<file path="src/rtl/time_set_ctrl_if.sv">
// rtl/time_set_ctrl_if.sv - front-panel inputs and time-set control outputs of time_set_ctrl
interface time_set_ctrl_if;
  logic       tick_1hz;
  logic       btn_mode;
  logic       btn_adj;
  logic       run_en;
  logic       toggle_1224;
  logic       inc_hour;
  logic       inc_min;
  logic       clr_sec;
  logic [2:0] field;
  logic       blink;

  modport master (
    output tick_1hz, btn_mode, btn_adj,
    input  run_en, toggle_1224, inc_hour, inc_min, clr_sec, field, blink
  );

  modport slave (
    input  tick_1hz, btn_mode, btn_adj,
    output run_en, toggle_1224, inc_hour, inc_min, clr_sec, field, blink
  );
endinterface

</file>
<file path="src/rtl/time_set_ctrl.sv">
// rtl/time_set_ctrl.sv - front-panel set-mode sequencer for the digital clock
// Optional AUTO_REPEAT_EN: adj held in HR/MIN auto-repeats after REPEAT_START ticks.
module time_set_ctrl #(
  parameter int TIMEOUT_S    = 10,
  parameter int REPEAT_START = 2
) (
  input  logic           clk,
  input  logic           rst,
  time_set_ctrl_if.slave ts
);
  typedef enum logic [2:0] {
    ST_RUN = 3'd0,
    ST_FMT = 3'd1,
    ST_HR  = 3'd2,
    ST_MIN = 3'd3,
    ST_SEC = 3'd4
  } state_t;

  state_t     r_state, w_state_nx;
  logic       r_mode_q, r_adj_q;
  logic [7:0] r_to, w_to_nx, w_to_inc;
  logic       r_blink, w_blink_nx;
  logic       r_run_en;
  logic [3:0] r_stb, w_stb_nx;
  logic [3:0] w_adj_stb;
  logic       w_mode_edge, w_adj_edge, w_set, w_timeout;
`ifdef AUTO_REPEAT_EN
  logic [3:0] r_hold, w_hold_nx;
`endif

  always_comb begin
    w_mode_edge = ts.btn_mode & ~r_mode_q;
    w_adj_edge  = ts.btn_adj & ~r_adj_q;
    w_to_inc    = (r_to == 8'hFF) ? r_to : r_to + 8'd1;
    w_set       = r_state inside {ST_FMT, ST_HR, ST_MIN, ST_SEC};
    w_state_nx  = r_state;
    w_blink_nx  = r_blink;
    w_to_nx     = r_to;
    w_stb_nx    = 4'b0000;
    w_timeout   = 1'b0;

    // strobe bits are {toggle_1224, inc_hour, inc_min, clr_sec}
    case (r_state)
      ST_FMT:  w_adj_stb = 4'b1000;
      ST_HR:   w_adj_stb = 4'b0100;
      ST_MIN:  w_adj_stb = 4'b0010;
      ST_SEC:  w_adj_stb = 4'b0001;
      default: w_adj_stb = 4'b0000;
    endcase

    if (!w_set) begin
      w_state_nx = (r_state == ST_RUN && w_mode_edge) ? ST_FMT : ST_RUN;
      w_blink_nx = (w_state_nx == ST_FMT);
      w_to_nx    = 8'd0;
    end else if (w_mode_edge) begin
      case (r_state)
        ST_FMT:  w_state_nx = ST_HR;
        ST_HR:   w_state_nx = ST_MIN;
        ST_MIN:  w_state_nx = ST_SEC;
        default: w_state_nx = ST_RUN;
      endcase
      w_blink_nx = (w_state_nx != ST_RUN);
      w_to_nx    = 8'd0;
    end else begin
      if (w_adj_edge) begin
        w_stb_nx = w_adj_stb;
        w_to_nx  = 8'd0;
      end
`ifdef AUTO_REPEAT_EN
      else if (ts.btn_adj) begin
        w_to_nx = 8'd0;
      end
`endif
      else if (ts.tick_1hz) begin
        w_to_nx   = w_to_inc;
        w_timeout = (w_to_inc >= 8'(TIMEOUT_S));
      end
`ifdef AUTO_REPEAT_EN
      if (ts.tick_1hz && ts.btn_adj && r_adj_q && r_hold >= 4'(REPEAT_START) &&
          (r_state inside {ST_HR, ST_MIN})) begin
        w_stb_nx = w_adj_stb;
      end
`endif
      if (w_timeout) begin
        w_state_nx = ST_RUN;
        w_blink_nx = 1'b0;
        w_to_nx    = 8'd0;
      end else if (ts.tick_1hz) begin
        w_blink_nx = ~r_blink;
      end
    end

`ifdef AUTO_REPEAT_EN
    w_hold_nx = r_hold;
    if (w_state_nx != r_state || !ts.btn_adj) begin
      w_hold_nx = 4'd0;
    end else if (ts.tick_1hz && r_adj_q && r_hold < 4'(REPEAT_START)) begin
      w_hold_nx = r_hold + 4'd1;
    end
`endif
  end

  // button history resets high so a button held through reset gives no edge
  always_ff @(posedge clk or posedge rst) begin
    if (rst) begin
      r_state  <= ST_RUN;
      r_mode_q <= 1'b1;
      r_adj_q  <= 1'b1;
      r_to     <= 8'd0;
      r_blink  <= 1'b0;
      r_run_en <= 1'b1;
      r_stb    <= 4'b0000;
    end else begin
      r_state  <= w_state_nx;
      r_mode_q <= ts.btn_mode;
      r_adj_q  <= ts.btn_adj;
      r_to     <= w_to_nx;
      r_blink  <= w_blink_nx;
      r_run_en <= (w_state_nx == ST_RUN) || (w_state_nx == ST_FMT);
      r_stb    <= w_stb_nx;
    end
  end

`ifdef AUTO_REPEAT_EN
  always_ff @(posedge clk or posedge rst) begin
    if (rst) begin
      r_hold <= 4'd0;
    end else begin
      r_hold <= w_hold_nx;
    end
  end
`endif

  assign ts.field       = r_state;
  assign ts.run_en      = r_run_en;
  assign ts.blink       = r_blink;
  assign ts.toggle_1224 = r_stb[3];
  assign ts.inc_hour    = r_stb[2];
  assign ts.inc_min     = r_stb[1];
  assign ts.clr_sec     = r_stb[0];
endmodule
</file>
<file path="src/flat_wrapper.sv">
// flat-port wrapper written by rule: the top's interface ports become plain ports
module time_set_ctrl_flat 
#(
  parameter int TIMEOUT_S    = 10,
  parameter int REPEAT_START = 2
)
  (clk, rst, ts_tick_1hz, ts_btn_mode, ts_btn_adj, ts_run_en, ts_toggle_1224, ts_inc_hour, ts_inc_min, ts_clr_sec, ts_field, ts_blink);
  time_set_ctrl_if ts_i ();
  input  logic clk;
  input  logic rst;
  input wire logic [$bits(ts_i.tick_1hz)-1:0] ts_tick_1hz;
  input wire logic [$bits(ts_i.btn_mode)-1:0] ts_btn_mode;
  input wire logic [$bits(ts_i.btn_adj)-1:0] ts_btn_adj;
  output wire logic [$bits(ts_i.run_en)-1:0] ts_run_en;
  output wire logic [$bits(ts_i.toggle_1224)-1:0] ts_toggle_1224;
  output wire logic [$bits(ts_i.inc_hour)-1:0] ts_inc_hour;
  output wire logic [$bits(ts_i.inc_min)-1:0] ts_inc_min;
  output wire logic [$bits(ts_i.clr_sec)-1:0] ts_clr_sec;
  output wire logic [$bits(ts_i.field)-1:0] ts_field;
  output wire logic [$bits(ts_i.blink)-1:0] ts_blink;
  assign ts_i.tick_1hz = ts_tick_1hz;
  assign ts_i.btn_mode = ts_btn_mode;
  assign ts_i.btn_adj = ts_btn_adj;
  assign ts_run_en = ts_i.run_en;
  assign ts_toggle_1224 = ts_i.toggle_1224;
  assign ts_inc_hour = ts_i.inc_hour;
  assign ts_inc_min = ts_i.inc_min;
  assign ts_clr_sec = ts_i.clr_sec;
  assign ts_field = ts_i.field;
  assign ts_blink = ts_i.blink;
  time_set_ctrl #(.TIMEOUT_S(TIMEOUT_S), .REPEAT_START(REPEAT_START)) u_core (.clk(clk), .rst(rst), .ts(ts_i));
endmodule
</file>
<file path="config.mk">
export PLATFORM = sky130hd
export DESIGN_NAME = time_set_ctrl_flat
export DESIGN_NICKNAME = d
export VERILOG_FILES = /design/src/rtl/time_set_ctrl_if.sv /design/src/rtl/time_set_ctrl.sv /design/src/flat_wrapper.sv
export SDC_FILE = /design/constraint.sdc
export NUM_CORES = 1
export LEC_CHECK = 0
export BUFFER_PORTS_ARGS = -buffer_cell sky130_fd_sc_hd__buf_2
export CORE_UTILIZATION = 54
export DETAILED_ROUTE_END_ITERATION = 16
export GPL_TIMING_DRIVEN = 1
export PLACE_DENSITY = 0.76
export SYNTH_ARGS = -nofsm -noshare
export SYNTH_HDL_FRONTEND = slang
export SYNTH_SLANG_ARGS = --single-unit
</file>
<file path="constraint.sdc">
create_clock -name clk -period 2.3 [get_ports clk]
set_input_delay 0.115 -clock clk [delete_from_list [all_inputs] [get_ports clk]]
set_output_delay 0.115 -clock clk [all_outputs]
set_load 0.1 [all_outputs]
</file>
* Word-level counts from Yosys, hierarchy flattened
Cells that the tools add are included.
Operators by class: multiplexer cells 25, add/sub/neg operators 1, bitwise logic cells 5, magnitude comparators 1, eq/ne operators 9, reduce and logical (&&, ||, !) cells 6
Operators by type and width (count):
- $mux 8 | 6
- $pmux 4 s4 | 1
- $mux 3 | 5
- $mux 4 | 3
- $eq 3x1->1 const B | 3
- $mux 1 | 9
- $pmux 3 s3 | 1
- $add 8x1->8 const B | 1
- $eq 8x8->1 const B | 1
- $ge 8x4->1 const B | 1
- $eq 3x2->1 const B | 2
- $logic_not 3->1 | 2
- $ne 5x3->1 const B | 1
- $ne 4x3->1 const B | 1
- $reduce_bool 4->1 | 1
- $eq 3x3->1 const B | 1
- $not 1->1 | 3
- $reduce_bool 3->1 | 1
- $and 1x1->1 | 2
- $logic_and 1x1->1 | 1
- $logic_or 1x1->1 | 1
Storage, ports and cells: word-level logic and storage cells 54, output and inout port bits 9, flip-flop bits (word level) 19, input bits 5

* Depth between registers and ports, before layout
Gate-level depths: netlist of run 1.
word-level depth 12, gate-level depth with buffers 6, depth with buffers taken out 6

* Least setup slack after synthesis of run 1
No wires, ideal clock.
kind register to register, from reg u_core.r_state[1] (netlist: u_core.ts.field[1]), to reg u_core.r_to[2], path buffers 1, arrival time 1893 ps, clock period less this slack 2022 ps, setup time 128 ps, slack 278 ps, stages on the path, launching flop included 7, cell sequence dfrtp_1 nor2_1 xnor2_1 and3b_1 clkbuf_1 a31oi_1 o22ai_1
On the way: longest elaborated chain between the ends 3, elaborated cells on any way between the ends 7, those cells by class eq/ne (5); mux (1); reduce/logical (1)
RTL lines:
- start, declared | line time_set_ctrl.sv:19 | state_t r_state, w_state_nx;
- start signal, assigned | line time_set_ctrl.sv:114 | r_state <= w_state_nx;
- $eq 3x1->1 (tied with other cells) | line time_set_ctrl.sv:35 | w_set = r_state inside {ST_FMT, ST_HR, ST_MIN, ST_SEC};
- $reduce_bool 4->1 (*) | line time_set_ctrl.sv:35
- $ne 5x3->1 (no source line) / $mux 8 (equally long branches)
- end signal, assigned | line time_set_ctrl.sv:117 | r_to <= w_to_nx;
- end, declared | line time_set_ctrl.sv:21 | logic [7:0] r_to, w_to_nx, w_to_inc;
Mark *: on every way between the ends. The rest lies on a longest branch, timed or not. A chain may end at the register's enable or synchronous reset.

* Worst setup path after layout of run 1
from reg u_core.r_to[0], to reg u_core.r_state[1] (netlist: u_core.ts.field[1])
On the way: longest elaborated chain between the ends 10, elaborated cells on any way between the ends 11, those cells by class add/sub (1); order compare (1); eq/ne (1); mux (8)
RTL lines:
- $add 8x1->8 / $eq 8x8->1 (equally long branches) | line time_set_ctrl.sv:34 | w_to_inc = (r_to == 8'hFF) ? r_to : r_to + 8'd1;
- $mux 8 (*) | line time_set_ctrl.sv:34
- $ge 8x4->1 (*) | line time_set_ctrl.sv:76 | w_timeout = (w_to_inc >= 8'(TIMEOUT_S));
- $mux 1 (*) | line time_set_ctrl.sv:74 | else if (ts.tick_1hz) begin
- $mux 1 (*) | line time_set_ctrl.sv:65 | if (w_adj_edge) begin
- $mux 1 (*) | line time_set_ctrl.sv:55 | end else if (w_mode_edge) begin
- $mux 1 (*) | line time_set_ctrl.sv:51 | if (!w_set) begin
- $mux 3 (*) | line time_set_ctrl.sv:84 | if (w_timeout) begin
- $mux 3 (*) | line time_set_ctrl.sv:55
- $mux 3 (*) | line time_set_ctrl.sv:51
- named net u_core.w_state_nx[1] | line time_set_ctrl.sv:19
The timed path passes the listed nets; every way through them passes the cells marked *. The select of a mux whose other input is x is not followed.

==> out/metrics.cfg, run 1 <==
[status]
outcome = finished with violations
violations = design-rule violations

[clock_network]
clock-root-buffer = clkbuf_4
cts_tree = done
clock_sinks = 19
cts.reportedPaths.clkPinSlew_ns = 0.10
cts_buffer_depth = 2
cts_setup_buffers = 0
hold_buffers = 3
post_cts_resized = 0
cts_buffers = 3
htreeDepth = 1
insertion_delay_ns = 0.30

[finish]
fin_nets = 115
diodes = 0
fin_util = 0.679
drive_gt1_frac = 0.222
syn2layout_area_growth_pct = 14.5

[floorplan]
die_y_um = 43.4
die_w_um = 43.4
row_count = 14
die-area_mm2 = 0.00188
ios = 14
initial_utilization = 0.593
coreArea_mm2 = 0.00156

[job]
drv_cap = 0

[routing]
vias = 724
wl_per_cell_um = 12.8
first_pass_iters = 10
routed_wirelength_um = 1590
drtIter0Drc = 28
drc = 2
post_drt_via_cell_ratio = 5.84
postRouteAntennaNets = 0

[critical_path]
critPathMaxStageDelay_ns = 0.43
crit_type = reg -> reg
critPathArrivalTime_ns = 2.17
slowest_stage = dfrtp_1
startpoint_type = register
crit_path_end_kind = register
crit_fanout = 8
path_cells = ha_1 -> o32a_1 -> a211oi_4 -> o21ai_2 -> a311oi_2
critPathRequiredTime_ns = 2.51
cp_num_buf_inv = 0
critPathTopFamily = compound AO/OA/AOI/OAI gates

[yosys]
yosys_register_bits = 19
syn_inst = 90
synth-edff-count = 0
syn_nets = 96
ys_types = 35
ys_warn_count = 0
synth_area_um2 = 925
postSynthAreaPerCell_um2 = 10.3
synth_seq_area_share = 0.518
async_flop_share = 1.00
synthFlopType = dfrtp_1

[global_routing]
grt_pass1_vias = 621
grt_usage = 0.188
grt_first_pass_wirelength_um = 2600
grt-ovfl-total = 0
antenna_found_initial = 0
grt_start_max_net_pins = 20

[placement]
gp_congestion = 0.860
place_ws_ns = 0.375
io_buffers = 13
dp_hpwl_um = 1150

[power]
total_power_uw = 1150
ir_drop_v = 0.00102
power_leakage_uw = 0.000491
power_density_mw_per_mm2 = 1090

[timing]
max-slew-margin-rel = 0.552
drv_slew = 0
layout_setup_ws_ns = 0.342
worst_pin_slew_ns = 0.672
rsz0062_at_grt = no
setup_viol = 0
max_freq_mhz = 511
hold_viol_final = 0
layout_min_cycle_time_ns = 1.96
period_share = 0.851
setup_tns_ns = 0
final.setup_skew_ns = 0.00552

[hold_path]
hold_class = in -> reg

[report_power, final]
| group | switching (uW) | total [uW] | leakage, uW | internal [uW] |
|---|---|---|---|---|
| combinational | 422 | 539 | 0.000228 | 117 |
| clock | 98.3 | 166 | 0.0000150 | 67.6 |
| sequential | 55.6 | 447 | 0.000248 | 391 |
| total | 576 | 1150 | 0.000491 | 576 |
[stage by stage]
step                cells  hold WS [ns]  cell area [um^2]
CTS                   124         0.241              1060
global placement      117         0.238              1000
global route          124         0.259              1060
floorplan              90        0.0639               925
detailed placement    117         0.239              1000
finish                124         0.259              1060
[tightest hold or removal path: stages]
cell     delay (ns)
buf_2          0.13
nand2_1        0.06
nor2_1         0.04
o221a_2        0.21
[layer usage]
layer / routed length [um] / vias to the layer above / part of all wire / global-route usage
met4: 37 / 0 / 0.023 / 0.113
met5: 0 / - / 0 / 0
met2: 676 / 33 / 0.43 / 0.276
met3: 77 / 5 / 0.048 / 0.0125
met1: 798 / 330 / 0.50 / 0.278
li1: - / 356 / - / -
[path summary, 6_finish.rpt]
kind / from / end / slack [ns] / depth (start not counted)
worst max-delay path: u_core.r_to[0] / u_core.ts.field[1] / 0.34 / 5
worst min-delay path: ts_tick_1hz / u_core.ts.run_en / 0.26 / 4
worst max register to register: u_core.r_to[0] / u_core.ts.field[1] / 0.34 / 5
worst min register to register: u_core.r_to[7] / u_core.r_to[7] / 0.51 / 1
max in group asynchronous: rst / u_core.ts.field[0] / 1.43 / 3
min in group asynchronous: rst / u_core.r_stb[0] / 0.44 / 3
[state kept, by name, indices dropped and copies added, names as in the netlist]
register,cells
u_core.r_to,8
u_core.r_stb,4
u_core.r_mode_q,1
u_core.ts.run_en,1
u_core.ts.field,3
u_core.r_adj_q,1
u_core.ts.blink,1
[kinds of logic (layout without fill, tap and decap cells)]
logic type	Yosys count	after routing	share of synthesized area
buf+inv	6	24	0.0244
compound gates	23	23	0.195
mux	1	1	0.0108
xor+xnor	1	1	0.00947
flops	19	19	0.518
simple gates	39	39	0.229
fa+ha+maj	1	1	0.0135
[cells in the final DEF, fill, tap and decap left out, types with 4 or more instances in the layout]
| master | count |
|---|---|
| nand2_1 | 6 |
| o21ai_0 | 4 |
| buf_2 | 13 |
| dfrtp_1 | 16 |
| nand2b_1 | 7 |
| and2_1 | 4 |
| inv_1 | 4 |
| nor2_1 | 9 |
[synth_stat cells, drive strengths merged (2+ instances only)]
master | n | area (um^2)
clkbuf | 2 | 7.51
a31oi | 3 | 18.8
nand2b | 7 | 43.8
dfrtp | 16 | 400
nand2 | 6 | 22.5
nor2b | 3 | 18.8
o21ai | 6 | 33.8
inv | 4 | 15.0
nor3 | 2 | 10.0
and2 | 4 | 25.0
and3 | 3 | 23.8
o22ai | 3 | 18.8
dfstp | 3 | 78.8
nor2 | 9 | 33.8
a21oi | 2 | 10.0
[cell type report]
class / count / area [um^2]
Clock buffer: 4 / 26.3
Fill cell: 113 / 500
Inverter: 4 / 15.0
Multi-Input combinational cell: 65 / 423
Sequential cell: 19 / 479
Tap cell: 16 / 20.0
Timing Repair Buffer: 16 / 95.1
No activity file was read; power rests on OpenSTA's default activity.
==> run 2: changes to the inputs <==
--- a/config.mk
+++ b/config.mk
@@ -8,7 +8,7 @@
 export BUFFER_PORTS_ARGS = -buffer_cell sky130_fd_sc_hd__buf_2
 export CORE_UTILIZATION = 54
 export DETAILED_ROUTE_END_ITERATION = 16
-export GPL_TIMING_DRIVEN = 1
+export GPL_TIMING_DRIVEN = 0
 export PLACE_DENSITY = 0.76
 export SYNTH_ARGS = -nofsm -noshare
 export SYNTH_HDL_FRONTEND = slang
==> constraint.sdc (replaced) <==
create_clock -name clk -period 2.3 [get_ports clk]
set_input_delay 0.23 -clock clk [delete_from_list [all_inputs] [get_ports clk]]
set_output_delay 0.23 -clock clk [all_outputs]
set_load 0.1 [all_outputs]
==> run 2 against run 1 <==
- the flow still finishes with violations (design-rule violations)
- combinational power up 1%
- power about the same
- critical path depth unchanged
- routed wire length decreased by 0.38%
- highest routed layer unchanged
- largest power group unchanged
- cell area decreased by 2.1%
- register-to-register slack worse by 0.09 ns
==> out/metrics.cfg, run 2 (synthesis results as in run 1) <==
[power]
power_frac_comb = 0.475  ; +0.007
power_density_mw_per_mm2 = 1110  ; +2.2%
switching_share = 0.501  ; +0.000845
total_power_uw = 1150  ; about the same
switchingPower_uw = 577  ; +0.23%
p_int_uw = 575  ; -0.10%
power_frac_clock = 0.143  ; about the same
power_leakage_uw = 0.000481  ; -2.1%
ir_drop_v = 0.00101  ; -1.7%
sequentialPowerShare = 0.383  ; -0.005

[clock_network]
htreeDepth = 1  ; unchanged
post_cts_resized = 0  ; unchanged
cts.reportedPaths.clkPinSlew_ns = 0.10  ; about the same
hold_buffers = 0  ; -3
clock_sinks = 19  ; unchanged
cts_setup_buffers = 0  ; unchanged
clock-root-buffer = clkbuf_4
cts_tree = done
insertion_delay_ns = 0.29  ; about the same
cts_buffer_depth = 2  ; unchanged
cts_buffers = 3  ; unchanged

[critical_path]
timing.rr.end = u_core.ts.field[1]
startpoint_type = register
crit_type = reg -> reg
critPathRequiredTime_ns = 2.51  ; about the same
reg2reg_depth = 5  ; unchanged
crit_path_end_kind = register
critPathArrivalTime_ns = 2.25  ; +0.08 ns
crit_fanout = 8  ; unchanged
r2r_start = u_core.r_to[0]
r2r_setup_slack_ns = 0.26  ; -0.09 ns

[floorplan]
die-area_mm2 = 0.00188  ; unchanged
ios = 14  ; unchanged
coreArea_mm2 = 0.00156  ; unchanged
die_w_um = 43.4  ; unchanged
row_count = 14  ; unchanged
die_y_um = 43.4  ; unchanged
initial_utilization = 0.593  ; unchanged

[routing]
routed_wirelength_um = 1580  ; -0.38%
postRouteAntennaNets = 0  ; unchanged
post_drt_via_cell_ratio = 5.92  ; +1.4%
wl_per_cell_um = 12.9  ; +0.43%
drc = 2  ; unchanged
vias = 728  ; +0.55%
drtIter0Drc = 24  ; -14%
first_pass_iters = 10  ; unchanged

[finish]
largest_register_ffs = 8  ; unchanged
diodes = 0  ; unchanged
drive_gt1_frac = 0.224  ; +0.00208
fin_nets = 114  ; -0.87%
fill_cells = 137  ; +21%
final_cell_mix = 16 x dfrtp_1, 13 x buf_2, 9 x nor2_1
regMostFlops = u_core.r_to
mostFrequentLayoutCell = dfrtp_1
syn2layout_area_growth_pct = 12.0

[timing]
worst_pin_slew_ns = 0.684  ; +0.0118 ns
rsz0062_at_grt = no
hold_viol_final = 0  ; unchanged
period_share = 0.888  ; +0.0371
setup_viol = 0  ; unchanged
layout_min_cycle_time_ns = 2.04  ; +0.0853 ns
final.setup_skew_ns = 0.000902  ; -0.00461 ns
setup_tns_ns = 0  ; unchanged
max-slew-margin-rel = 0.544  ; -0.00789
drv_slew = 0  ; unchanged
max_freq_mhz = 489  ; -4.2%

[hold_path]
hold_class = in -> async

[job]
drv_cap = 0  ; unchanged

[placement]
dp_hpwl_um = 1170  ; +2.2%
gp_congestion = 0.840  ; -2.2%
io_buffers = 13  ; unchanged

[global_routing]
antenna_found_initial = 0  ; unchanged
grt_usage = 0.198  ; +0.00943
grt_first_pass_wirelength_um = 2640  ; +1.6%
grt-ovfl-total = 0  ; unchanged
grt_pass1_vias = 605  ; -2.6%
grt_start_max_net_pins = 20  ; unchanged

[status]
outcome = finished with violations
violations = design-rule violations

==> run 2: cell type report <==
type	instances	area, um^2	area share
flip-flops and latches	19	479	0.463
multi-input cells	65	423	0.408
repair buffers	13	65.1	0.0628
clock buffers	4	26.3	0.0254
well taps	16	20.0	0.0193
inverters	4	15.0	0.0145
plain buffers	2	7.51	0.00725
==> run 2: metrics by stage <==
stage | hold WS (ns) | utilization | setup WS [ns] | cell area [um^2] | cells
2_1_floorplan | 0.179 | - | 0.278 | 925 | 90
5_1_grt | 0.0185 | 0.665 | 0.161 | 1040 | 123
3_5_place_dp | 0.354 | 0.648 | 0.299 | 1010 | 119
6_report | 0.0228 | 0.665 | 0.257 | 1040 | 123
3_3_place_gp | 0.353 | 0.648 | 0.349 | 1010 | 119
4_1_cts | 0.0352 | 0.665 | 0.273 | 1040 | 123
==> run 2: worst max path at each step <==
stage                        from                  to  slack (ns)  cells after the start
5_1_grt            u_core.r_to[0]  u_core.ts.field[1]        0.16                      5
2_1_floorplan  u_core.ts.field[1]      u_core.r_to[2]        0.28                      6
3_3_place_gp       u_core.r_to[0]    u_core.ts.run_en        0.35                      5
6_report           u_core.r_to[0]  u_core.ts.field[1]        0.26                      5
3_5_place_dp       u_core.r_to[0]  u_core.ts.field[1]        0.30                      5
4_1_cts            u_core.r_to[0]  u_core.ts.field[1]        0.27                      5
==> run 2: layer usage <==
metal / global-route usage / up-vias / part of all wire
met3: 0.0625 / 5 / 0.063
met2: 0.267 / 30 / 0.42
met4: 0.0938 / 0 / 0.020
li1: - / 357 / -
met1: 0.290 / 336 / 0.49
met5: 0 / - / 0
==> run 2: critical path, stage by stage (launching register included) <==
cell and delay [ns]:
dfrtp_1 0.45, ha_1 0.35, o32a_1 0.35, a211oi_4 0.42, o21ai_2 0.13, a311oi_2 0.25
==> run 2: power by group through the flow <==
stage,Combinational (uW),Clock (uW),Sequential [uW]
detailed placement,547,0,446
floorplan,166,0,742
global route,575,184,449
finish,547,164,441
global placement,538,0,445
CTS,547,169,440
==> run 3: changes to the inputs <==
--- a/config.mk
+++ b/config.mk
@@ -5,11 +5,12 @@
 export SDC_FILE = /design/constraint.sdc
 export NUM_CORES = 1
 export LEC_CHECK = 0
+export ABC_AREA = 1
 export BUFFER_PORTS_ARGS = -buffer_cell sky130_fd_sc_hd__buf_2
-export CORE_UTILIZATION = 54
+export CORE_UTILIZATION = 55
 export DETAILED_ROUTE_END_ITERATION = 16
 export GPL_TIMING_DRIVEN = 0
-export PLACE_DENSITY = 0.76
+export PLACE_DENSITY = 0.77
 export SYNTH_ARGS = -nofsm -noshare
 export SYNTH_HDL_FRONTEND = slang
 export SYNTH_SLANG_ARGS = --single-unit
==> run 3 against run 2 <==
- the flow now finishes without violations
- critical path type unchanged
- largest cell class unchanged
- combinational power shrank 77%
- die area grew 9.3%
- via count rose by 18%
==> out/metrics.cfg, run 3 <==
[routing]
routed_wirelength_um = 1840  ; +16%
postRouteAntennaNets = 0  ; unchanged
drtIter0Drc = 20  ; -17%
wl_per_cell_um = 10.7  ; -17%
post_drt_via_cell_ratio = 4.98  ; -16%
first_pass_iters = 4  ; -6
vias = 856  ; +18%
drc = 0  ; -2

[critical_path]
crit_fanout = 6  ; -2
slowest_stage = dfrtp_1
critPathArrivalTime_ns = 1.96  ; -0.29 ns
path_cells = ha_1 -> nand2_1 -> nor2_2 -> nand2_4 -> o21a_1 -> nand2_1 -> nand2_1 -> nand2_2 -> nand2_4 -> nand3_1 -> o21ai_1 -> nand2_1 -> nand2_1
critPathTopFamily = simple AND/OR/NAND/NOR gates
critPathMaxStageDelay_ns = 0.43  ; -0.02 ns
cp_num_buf_inv = 0  ; unchanged
startpoint_type = register
crit_path_end_kind = register
cpMostUsedCell = nand2_1
critPathRequiredTime_ns = 2.48  ; -0.03 ns
crit_type = reg -> reg

[yosys]
netlist_top_cells_area = dfrtp_1 39%, inv_1 8.7%, nand2_1 8.4%
synthFlopType = dfrtp_1
synth_most_common_cell = inv_1
synthTopCellsByCount = 24 x inv_1, 23 x nand2_1, 16 x dfrtp_1, 16 x nor2_1, 13 x nand3_1
ys_types = 24  ; -31%
synth-edff-count = 0  ; unchanged
syn_nets = 136  ; +42%
syn_inst = 130  ; +44%
synth_seq_area_share = 0.464  ; -0.0546
synth_top_area_cell = dfrtp_1
ys_warn_count = 0  ; unchanged
synth_area_mm2 = 0.00103  ; +12%
yosys.area.top_type_share = 0.387  ; -0.0456
postSynthAreaPerCell_um2 = 7.95  ; -23%
yosys_register_bits = 19  ; unchanged
async_flop_share = 1.00  ; unchanged

[timing]
max-slew-margin-rel = 0.550  ; +0.00659
layout_min_cycle_time_ns = 1.78  ; -0.265 ns
hold_viol_final = 0  ; unchanged
period_share = 0.773  ; -0.115
rsz0062_at_grt = no
final.setup_skew_ns = 0.00611  ; +0.00520 ns
drv_slew = 0  ; unchanged
timing.hold.ws_ns = 0.0204  ; -0.00241 ns
setup_tns_ns = 0  ; unchanged
setup_viol = 0  ; unchanged
worst_pin_slew_ns = 0.674  ; -0.00987 ns
max_freq_mhz = 562  ; +15%

[placement]
io_buffers = 13  ; unchanged
gp_congestion = 0.780  ; -7.2%
dp_hpwl_um = 1500  ; +28%

[floorplan]
die_w_um = 45.4  ; +4.5%
ios = 14  ; unchanged
initial_utilization = 0.592  ; -0.000984
die-area_mm2 = 0.00206  ; +9.3%
die_y_um = 45.4  ; +4.5%
row_count = 15  ; +1
coreArea_mm2 = 0.00175  ; +12%

[clock_network]
hold_buffers = 0  ; unchanged
post_cts_resized = 0  ; unchanged
cts.reportedPaths.clkPinSlew_ns = 0.10  ; about the same
cts_buffers = 3  ; unchanged
cts_buffer_depth = 2  ; unchanged
cts_setup_buffers = 0  ; unchanged
htreeDepth = 1  ; unchanged
insertion_delay_ns = 0.29  ; about the same
clock-root-buffer = clkbuf_4
cts_tree = done
clock_sinks = 19  ; unchanged

[power]
switchingPower_uw = 199  ; -65%
switching_share = 0.312  ; -0.188
p_int_uw = 438  ; -24%
power_density_mw_per_mm2 = 551  ; -50%
power_leakage_uw = 0.000593  ; +23%
power_frac_clock = 0.250  ; +0.107
sequentialPowerShare = 0.553  ; +0.170
ir_drop_v = 0.000403  ; -60%
power_frac_comb = 0.197  ; -0.278

[global_routing]
grt_first_pass_wirelength_um = 3200  ; +21%
grt-ovfl-total = 0  ; unchanged
grt_pass1_vias = 773  ; +28%
antenna_found_initial = 0  ; unchanged
grt_start_max_net_pins = 20  ; unchanged
grt_usage = 0.220  ; +0.0222

[finish]
mostFrequentLayoutCell = inv_1
final_cell_mix = 24 x inv_1, 23 x nand2_1, 16 x nor2_1, 16 x dfrtp_1
fill_cells = 163  ; +19%
syn2layout_area_growth_pct = 11.9
diodes = 0  ; unchanged
drive_gt1_frac = 0.245  ; +0.0206
fin_nets = 154  ; +35%
regMostFlops = u_core.r_to
largest_register_ffs = 8  ; unchanged

[hold_path]
hold_class = in -> async

[job]
drv_cap = 0  ; unchanged

[status]
outcome = complete, no violations

==> run 3: cell count changes after synthesis, sizes merged, moves of 3 or more <==
cell and change:
nor2 +13, nand3 +14, a31oi -3, inv +22, nand2b -7, and3 -3, and2 -4, nor2b -3
nand2 +21
==> run 3: worst paths after layout <==
| kind | start | slack [ns] | end | cells past startpoint |
|---|---|---|---|---|
| worst max-delay path | u_core.r_to[1] | 0.52 | u_core.ts.field[0] | 13 |
| worst min-delay path | rst | 0.02 | u_core.r_stb[1] | 2 |
| worst max register to register | u_core.r_to[1] | 0.52 | u_core.ts.field[0] | 13 |
| worst min register to register | u_core.r_to[6] | 0.54 | u_core.r_to[6] | 2 |
| max in group asynchronous | rst | 1.85 | u_core.r_stb[2] | 2 |
| min in group clk | ts_btn_mode | 0.03 | u_core.r_mode_q | 1 |
==> run 3: logic make-up after synthesis <==
| logic type | after synthesis | share of synthesized area |
|---|---|---|
| compound gates | 13 | 0.0884 |
| xor+xnor | 2 | 0.0170 |
| buf+inv | 26 | 0.0944 |
| simple gates | 69 | 0.324 |
| fa+ha+maj | 1 | 0.0121 |
| flops | 19 | 0.464 |
==> run 3: through the flow <==
stage | instances | setup WS [ns] | util | instance area, um^2 | total power [uW]
after floorplan | 130 | 0.209 | - | 1030 | 463
after global placement | 168 | 0.580 | 0.647 | 1130 | 484
after detailed placement | 168 | 0.527 | 0.647 | 1130 | 485
after CTS | 172 | 0.510 | 0.662 | 1160 | 643
after global routing | 172 | 0.328 | 0.662 | 1160 | 670
final | 172 | 0.522 | 0.662 | 1160 | 638
==> run 3: power groups by stage <==
stage	registers, uW	logic (uW)	clock network (uW)
2_1_floorplan	409	53.5	0
3_3_place_gp	359	125	0
3_5_place_dp	359	126	0
4_1_cts	353	126	164
5_1_grt	354	138	178
6_report	353	126	159
==> run 3: per-layer routing <==
metal,global-route usage,share of wire
met1,0.272,0.44
met2,0.388,0.52
met3,0.0360,0.027
met4,0.0727,0.013
met5,0,0
==> run 3: area by class of cell <==
class / instances / area [um^2] / area share
multi-input combinational: 85 / 457 / 0.395
timing repair buffer: 13 / 65.1 / 0.0563
clock buffer: 4 / 26.3 / 0.0227
tap: 25 / 31.3 / 0.0271
sequential: 19 / 479 / 0.415
inverter: 26 / 97.6 / 0.0844
